File: config.mk
export PLATFORM = sky130hd
export DESIGN_NAME = fifo_stream_reader_flat
export DESIGN_NICKNAME = d
export VERILOG_FILES = /design/src/rtl/fifo_stream_reader_pkg.sv /design/src/rtl/fifo_stream_reader_if.sv /design/src/rtl/fifo_stream_reader_buf.sv /design/src/rtl/fifo_stream_reader.sv /design/src/flat_wrapper.sv
export SDC_FILE = /design/constraint.sdc
export NUM_CORES = 1
export LEC_CHECK = 0
export BUFFER_PORTS_ARGS = -buffer_cell sky130_fd_sc_hd__buf_2
export CAP_MARGIN = 10
export CORE_AREA = 2 2 67 69
export CTS_CLUSTER_SIZE = 30
export DETAILED_ROUTE_END_ITERATION = 10
export DIE_AREA = 0 0 69 71
export PLACE_DENSITY = 0.68
export SYNTH_ARGS = -nofsm -noshare
export SYNTH_HDL_FRONTEND = slang
export SYNTH_SLANG_ARGS = --single-unit
File: constraint.sdc
create_clock -name clk -period 2.65 [get_ports clk]
set_clock_uncertainty 0.05 [all_clocks]
set_input_delay 0.53 -clock clk [delete_from_list [all_inputs] [get_ports clk]]
set_output_delay 0.53 -clock clk [all_outputs]
set_load 0.005 [all_outputs]
File: src/rtl/fifo_stream_reader_pkg.sv
// Shared types and constants for the sync_fifo read-side stream controller.
`ifndef FIFO_WIDTH
`define FIFO_WIDTH 8
`endif

package fifo_stream_reader_pkg;

  localparam int FIFO_WIDTH_DEF = `FIFO_WIDTH;
  localparam int WORD_COUNT_W   = 16;

  typedef enum logic [1:0] {
    IDLE  = 2'd0,
    FETCH = 2'd1,
    FULL  = 2'd2
  } rd_state_t;

endpackage

File: src/rtl/fifo_stream_reader_if.sv
// FIFO read port plus downstream valid/ready stream; master is the reader side.
interface fifo_stream_reader_if
  import fifo_stream_reader_pkg::*;
#(
  parameter int WIDTH = FIFO_WIDTH_DEF
);

  logic             fifo_read;
  logic [WIDTH-1:0] fifo_data;
  logic             fifo_empty;
  logic             m_valid;
  logic             m_ready;
  logic [WIDTH-1:0] m_data;

  modport master (
    output fifo_read, m_valid, m_data,
    input  fifo_data, fifo_empty, m_ready
  );

  modport slave (
    input  fifo_read, m_valid, m_data,
    output fifo_data, fifo_empty, m_ready
  );

endinterface

File: src/rtl/fifo_stream_reader_buf.sv
// DEPTH x WIDTH circular word store; pointers reset, data array deliberately unreset.
module fifo_stream_reader_buf #(
  parameter int WIDTH = 8,
  parameter int DEPTH = 4
) (
  input  logic             clk,
  input  logic             reset,
  input  logic             wr_en,
  input  logic [WIDTH-1:0] wr_data,
  input  logic             rd_en,
  output logic [WIDTH-1:0] rd_data
);

  localparam int AW = $clog2(DEPTH);

  logic [WIDTH-1:0] mem [DEPTH];
  logic [AW-1:0]    wr_ptr;
  logic [AW-1:0]    rd_ptr;

  // Pointers wrap naturally because DEPTH is a power of two.
  always_ff @(posedge clk or posedge reset) begin
    if (reset) begin
      wr_ptr <= '0;
      rd_ptr <= '0;
    end else begin
      if (wr_en) wr_ptr <= wr_ptr + 1'b1;
      if (rd_en) rd_ptr <= rd_ptr + 1'b1;
    end
  end

  always_ff @(posedge clk) begin
    if (wr_en) mem[wr_ptr] <= wr_data;
  end

  assign rd_data = mem[rd_ptr];

endmodule

File: src/rtl/fifo_stream_reader.sv
// Issues sync_fifo reads and buffers returned words onto a valid/ready stream (2-cycle latency).
// Optional handshake counter on word_count is enabled by defining FIFO_RD_COUNT_EN.
module fifo_stream_reader
  import fifo_stream_reader_pkg::*;
#(
  parameter int WIDTH = FIFO_WIDTH_DEF,
  parameter int DEPTH = 4
) (
  input  logic                    clk,
  input  logic                    reset,
  input  logic                    en,
  fifo_stream_reader_if.master    bus,
  output logic                    busy
`ifdef FIFO_RD_COUNT_EN
  ,
  output logic [WORD_COUNT_W-1:0] word_count
`endif
);

  localparam int            AW       = $clog2(DEPTH);
  localparam logic [AW:0]   CNT_FULL = (AW+1)'(DEPTH);
  localparam logic [AW:0]   CNT_ONE  = (AW+1)'(1);

  rd_state_t        state, state_nxt;
  logic             pend;
  logic [AW:0]      buf_cnt, buf_cnt_nxt;
  logic [AW:0]      occ, occ_nxt;
  logic             capture, pop;
  logic [WIDTH-1:0] head;

  // Occupancy counts the in-flight read so the buffer can never be overcommitted.
  assign occ           = buf_cnt + {{AW{1'b0}}, pend};
  assign bus.fifo_read = en & ~bus.fifo_empty & (occ < CNT_FULL);
  assign capture       = pend;
  assign bus.m_valid   = (buf_cnt != '0);
  assign pop           = bus.m_valid & bus.m_ready;
  assign bus.m_data    = bus.m_valid ? head : '0;
  assign busy          = (state != IDLE);

  fifo_stream_reader_buf #(
    .WIDTH (WIDTH),
    .DEPTH (DEPTH)
  ) u_buf (
    .clk     (clk),
    .reset   (reset),
    .wr_en   (capture),
    .wr_data (bus.fifo_data),
    .rd_en   (pop),
    .rd_data (head)
  );

  always_ff @(posedge clk or posedge reset) begin
    if (reset) begin
      state   <= IDLE;
      pend    <= 1'b0;
      buf_cnt <= '0;
    end else begin
      state   <= state_nxt;
      pend    <= bus.fifo_read;
      buf_cnt <= buf_cnt_nxt;
    end
  end

  always_comb begin
    buf_cnt_nxt = buf_cnt;
    state_nxt   = FETCH;
    case ({capture, pop})
      2'b10:   buf_cnt_nxt = buf_cnt + CNT_ONE;
      2'b01:   buf_cnt_nxt = buf_cnt - CNT_ONE;
      default: buf_cnt_nxt = buf_cnt;
    endcase
    occ_nxt = buf_cnt_nxt + {{AW{1'b0}}, bus.fifo_read};
    if (occ_nxt == '0)
      state_nxt = IDLE;
    else if (occ_nxt == CNT_FULL)
      state_nxt = FULL;
  end

`ifdef FIFO_RD_COUNT_EN
  always_ff @(posedge clk or posedge reset) begin
    if (reset)
      word_count <= '0;
    else if (pop)
      word_count <= word_count + WORD_COUNT_W'(1);
  end
`endif

endmodule

File: src/flat_wrapper.sv
// flat-port wrapper written by rule: the top's interface ports become plain ports
module fifo_stream_reader_flat import fifo_stream_reader_pkg::*;
#(
  parameter int WIDTH = FIFO_WIDTH_DEF,
  parameter int DEPTH = 4
)
  (clk, reset, en, busy, bus_fifo_read, bus_m_valid, bus_m_data, bus_fifo_data, bus_fifo_empty, bus_m_ready);
  fifo_stream_reader_if #(.WIDTH(WIDTH)) bus_i ();
  input  logic clk;
  input  logic reset;
  input  logic en;
  output logic busy;
  output wire logic [$bits(bus_i.fifo_read)-1:0] bus_fifo_read;
  output wire logic [$bits(bus_i.m_valid)-1:0] bus_m_valid;
  output wire logic [$bits(bus_i.m_data)-1:0] bus_m_data;
  input wire logic [$bits(bus_i.fifo_data)-1:0] bus_fifo_data;
  input wire logic [$bits(bus_i.fifo_empty)-1:0] bus_fifo_empty;
  input wire logic [$bits(bus_i.m_ready)-1:0] bus_m_ready;
  assign bus_fifo_read = bus_i.fifo_read;
  assign bus_m_valid = bus_i.m_valid;
  assign bus_m_data = bus_i.m_data;
  assign bus_i.fifo_data = bus_fifo_data;
  assign bus_i.fifo_empty = bus_fifo_empty;
  assign bus_i.m_ready = bus_m_ready;
  fifo_stream_reader #(.WIDTH(WIDTH), .DEPTH(DEPTH)) u_core (.clk(clk), .reset(reset), .en(en), .bus(bus_i), .busy(busy));
endmodule
==> reports/qor.csv <==
stage,metric,value,unit
power_and_ir_drop,pwr-share-clk,18.1,%
synth,synth_cell_type_count,26,
power_and_ir_drop,p_leak,0.8124,nW
detailed_routing,wl_per_cell,15.30,um
sta,timing.final.crit_share,103.5,%
critical_path,worst-r2r-cell-count,10,
power_and_ir_drop,pwr-share-seq,43.6,%
synth,synthCells,107,
power_and_ir_drop,p_int,1.472,mW
die,core,4204,um^2
place,dp_hpwl,2068,um
detailed_routing,num_vias,931,
place,io_buffers,23,
synth,synth_area_per_cell,17.11,um^2
worst_hold_path,hold_class,in2async,
critical_path,cp_num_buf_inv,1,
sta,layout_setup_ws,-0.09288,ns
synth,ys_warn_count,0,
finish,diodes,0,
global_routing,grt_pass1_wl,4995,um
synth,syn-num-nets,128,
clocking,clock_latency,0.29,ns
finish,num-fill-cells,371,
synth,synthTopCellsByArea,"edfxtp_1 (52%), dfrtp_1 (14%), mux4_2 (9.8%)",
power_and_ir_drop,powerDensity,1011,nW/um^2
critical_path,critPathLaunchType,flip-flop,
power_and_ir_drop,total_power,2.137,mW
finish,final_util,50.27,%
critical_path,cp_max_fo,3,
global_routing,gr-total-overflow,0,
synth,netlist_area,1831,um^2
finish,fin_cells,191,
critical_path,path_delay_family,adder cells,
clocking,cts_tree,done,
critical_path,worstSetupPathType,reg2reg,
clocking,cts.sinks,42,
place,dp.cells,182,
status,status,"finished, violations left",
sta,hold-worst-slack,0.1579,ns
clocking,cts-root-buf,clkbuf_8,
detailed_routing,ant_nets,0,
synth,yosysTopAreaCell,edfxtp_1,
finish,area_delta_synth_final,15.45,%
place,dp_slack,-0.08073,ns
sta,drv_slew,0,
clocking,clock_path_buffers,2,
synth,synth.ff_latch_count,42,
critical_path,critical_path.max_stage_delay,0.39,ns
place,gp_congestion,0.7468,
power_and_ir_drop,p_switching,0.6644,mW
clocking,path_clk_slew,0.08,ns
global_routing,grt_pass1_vias,1021,
detailed_routing,vias_per_cell,4.874,
finish,final_nets,159,
sta,hold_viol,0,
sta,tns,-0.09288,ns
synth,yosysTopAreaCellShare,52.49,%
critical_path,cp-end-kind,flip-flop,
die,rows,24,
detailed_routing,wirelength,2922,um
run,cap_violations,0,
sta,slew_headroom,63.23,%
global_routing,grt_usage,13.73,%
die,io_pins,24,
detailed_routing,first_pass_iters,2,
detailed_routing,dr.first_iter.drc_count,75,
global_routing,grt_start_max_net_pins,13,
sta,setup_viol,1,
die,dieWidth,69,um
synth,seq_area_frac_synth,66.17,%
detailed_routing,drc,0,
status,violations,setup timing,
finish,stdcell_area,2113,um^2
critical_path,crit_arrival,2.93,ns
global_routing,antenna_found_initial,0,
critical_path,cp.depth,10,
die,die_area,4899,um^2
sta,rsz0062_at_grt,yes,
sta,worstMarginPinSlew,0.5515,ns
place,place_area,2021,um^2
die,start_util,43.54,%
critical_path,cp.required,2.83,ns
power_and_ir_drop,peakVddDrop,0.4143,mV
die,die_h,71,um
clocking,numCtsBuffers,5,
finish,drive_gt1_share,36.69,%
power_and_ir_drop,combinationalPowerShare,38.3,%
sta,min_period,2.743,ns
critical_path,critical-path-slowest-cell,dfrtp_1,
critical_path,cp_cell_sequence,"or3_4, and2_4, ha_4, inv_2, fa_1, mux2i_2, ha_1, or2_4, a2111o_1, nand2_1",
sta,max_freq,0.3646,GHz
clocking,htree_levels,2,
power_and_ir_drop,switching_share,31.10,%
[worst paths after layout]
kind                                   startpoint                      to  slack (ns)
setup / recovery                u_core.buf_cnt[0]         u_core.state[1]       -0.09
hold / removal                              reset  u_core.u_buf.rd_ptr[0]        0.16
setup reg to reg                u_core.buf_cnt[0]         u_core.state[1]       -0.09
hold reg to reg            u_core.u_buf.wr_ptr[0]  u_core.u_buf.wr_ptr[0]        0.49
max in group asynchronous                   reset  u_core.u_buf.wr_ptr[1]        2.10
min in group clk                   bus_fifo_empty          u_core.capture        0.37
[layout make-up]
type                       instances  area [um^2]  share of cell area [%]
timing repair buffer              29        160.2                   7.578
tap                               52        65.06                   3.079
clock buffer                       6        72.57                   3.434
sequential                        42         1211                   57.31
multi-input combinational         53        569.3                   26.94
inverter                           7        26.28                   1.243
clock inverter                     2        8.758                  0.4144
[state kept, by name, indices dropped and copies added (netlist names)]
| register | count |
|---|---|
| u_core.buf_cnt | 3 |
| u_core.capture | 1 |
| u_core.state | 2 |
| u_core.u_buf.mem | 32 |
| u_core.u_buf.rd_ptr | 2 |
| u_core.u_buf.wr_ptr | 2 |
[power groups by stage]
stage                     registers [mW]  logic (mW)  clock network [mW]
after CTS                          0.940       0.805               0.393
after floorplan                    0.872       0.643                   0
after detailed placement           0.955       0.804                   0
final                              0.932       0.818               0.386
after global placement             0.946       0.762                   0
after global routing               0.955       0.918               0.422
[repair_timing]
item,CTS,global route
hold buffers,0,0
setup buffers,0,1
setup endpoints to repair,1,1
gates resized for setup,0,1
pin swaps,1,2
[cells in the final DEF, fill, tap and decap left out, drive strengths merged, types with 2 or more instances in the layout]
cell and instances:
xor2 4, buf 29, edfxtp 32, dfrtp 10, and2 13, xnor2 3
inv 7, nand3 2, clkbuf 6, mux4 8, clkinv 2, nor4b 2
or2 3, nand2 3, ha 7
[cell families (layout without fill, tap and decap cells)]
family / after synthesis / in the layout / share of synthesized area, %
compound gates: 3 / 3 / 1.230
xor+xnor: 7 / 7 / 3.349
fa+ha+maj: 8 / 8 / 5.878
buf+inv: 12 / 44 / 3.759
flops: 42 / 42 / 66.17
mux: 9 / 9 / 10.39
simple gates: 26 / 26 / 9.228
[Yosys cell counts]
cell      number
edfxtp_1      32
xnor2_1        3
xor2_1         4
nor3b_1        1
nand2_1        3
nand3_1        1
o21ai_0        1
nand3_2        1
clkbuf_1       1
nor4b_1        2
nor2_1         1
clkbuf_2       1
and2_4         1
a2111o_1       1
fa_1           1
buf_6          3
ha_1           7
or2_2          2
or3_4          1
inv_1          7
mux2i_1        1
or2_0          1
o22ai_1        1
dfrtp_1       10
mux4_2         8
and2_1        12
[worst register-to-register path, cell delays in order (launching register included)]
cell and delay (ns):
dfrtp_1 0.39, or3_4 0.37, and2_4 0.16, ha_4 0.16
inv_2 0.05, fa_1 0.39, mux2i_2 0.21, ha_1 0.30
or2_4 0.24, a2111o_1 0.28, nand2_1 0.07
[per-layer routing]
layer,vias to the layer above,part of all wire [%],track usage [%]
li1,450,-,-
met1,455,41,15.39
met3,4,4.6,4.986
met5,-,0,0
met4,0,1.5,5.882
met2,22,53,23.72
(Power assumes the default switching activity.)
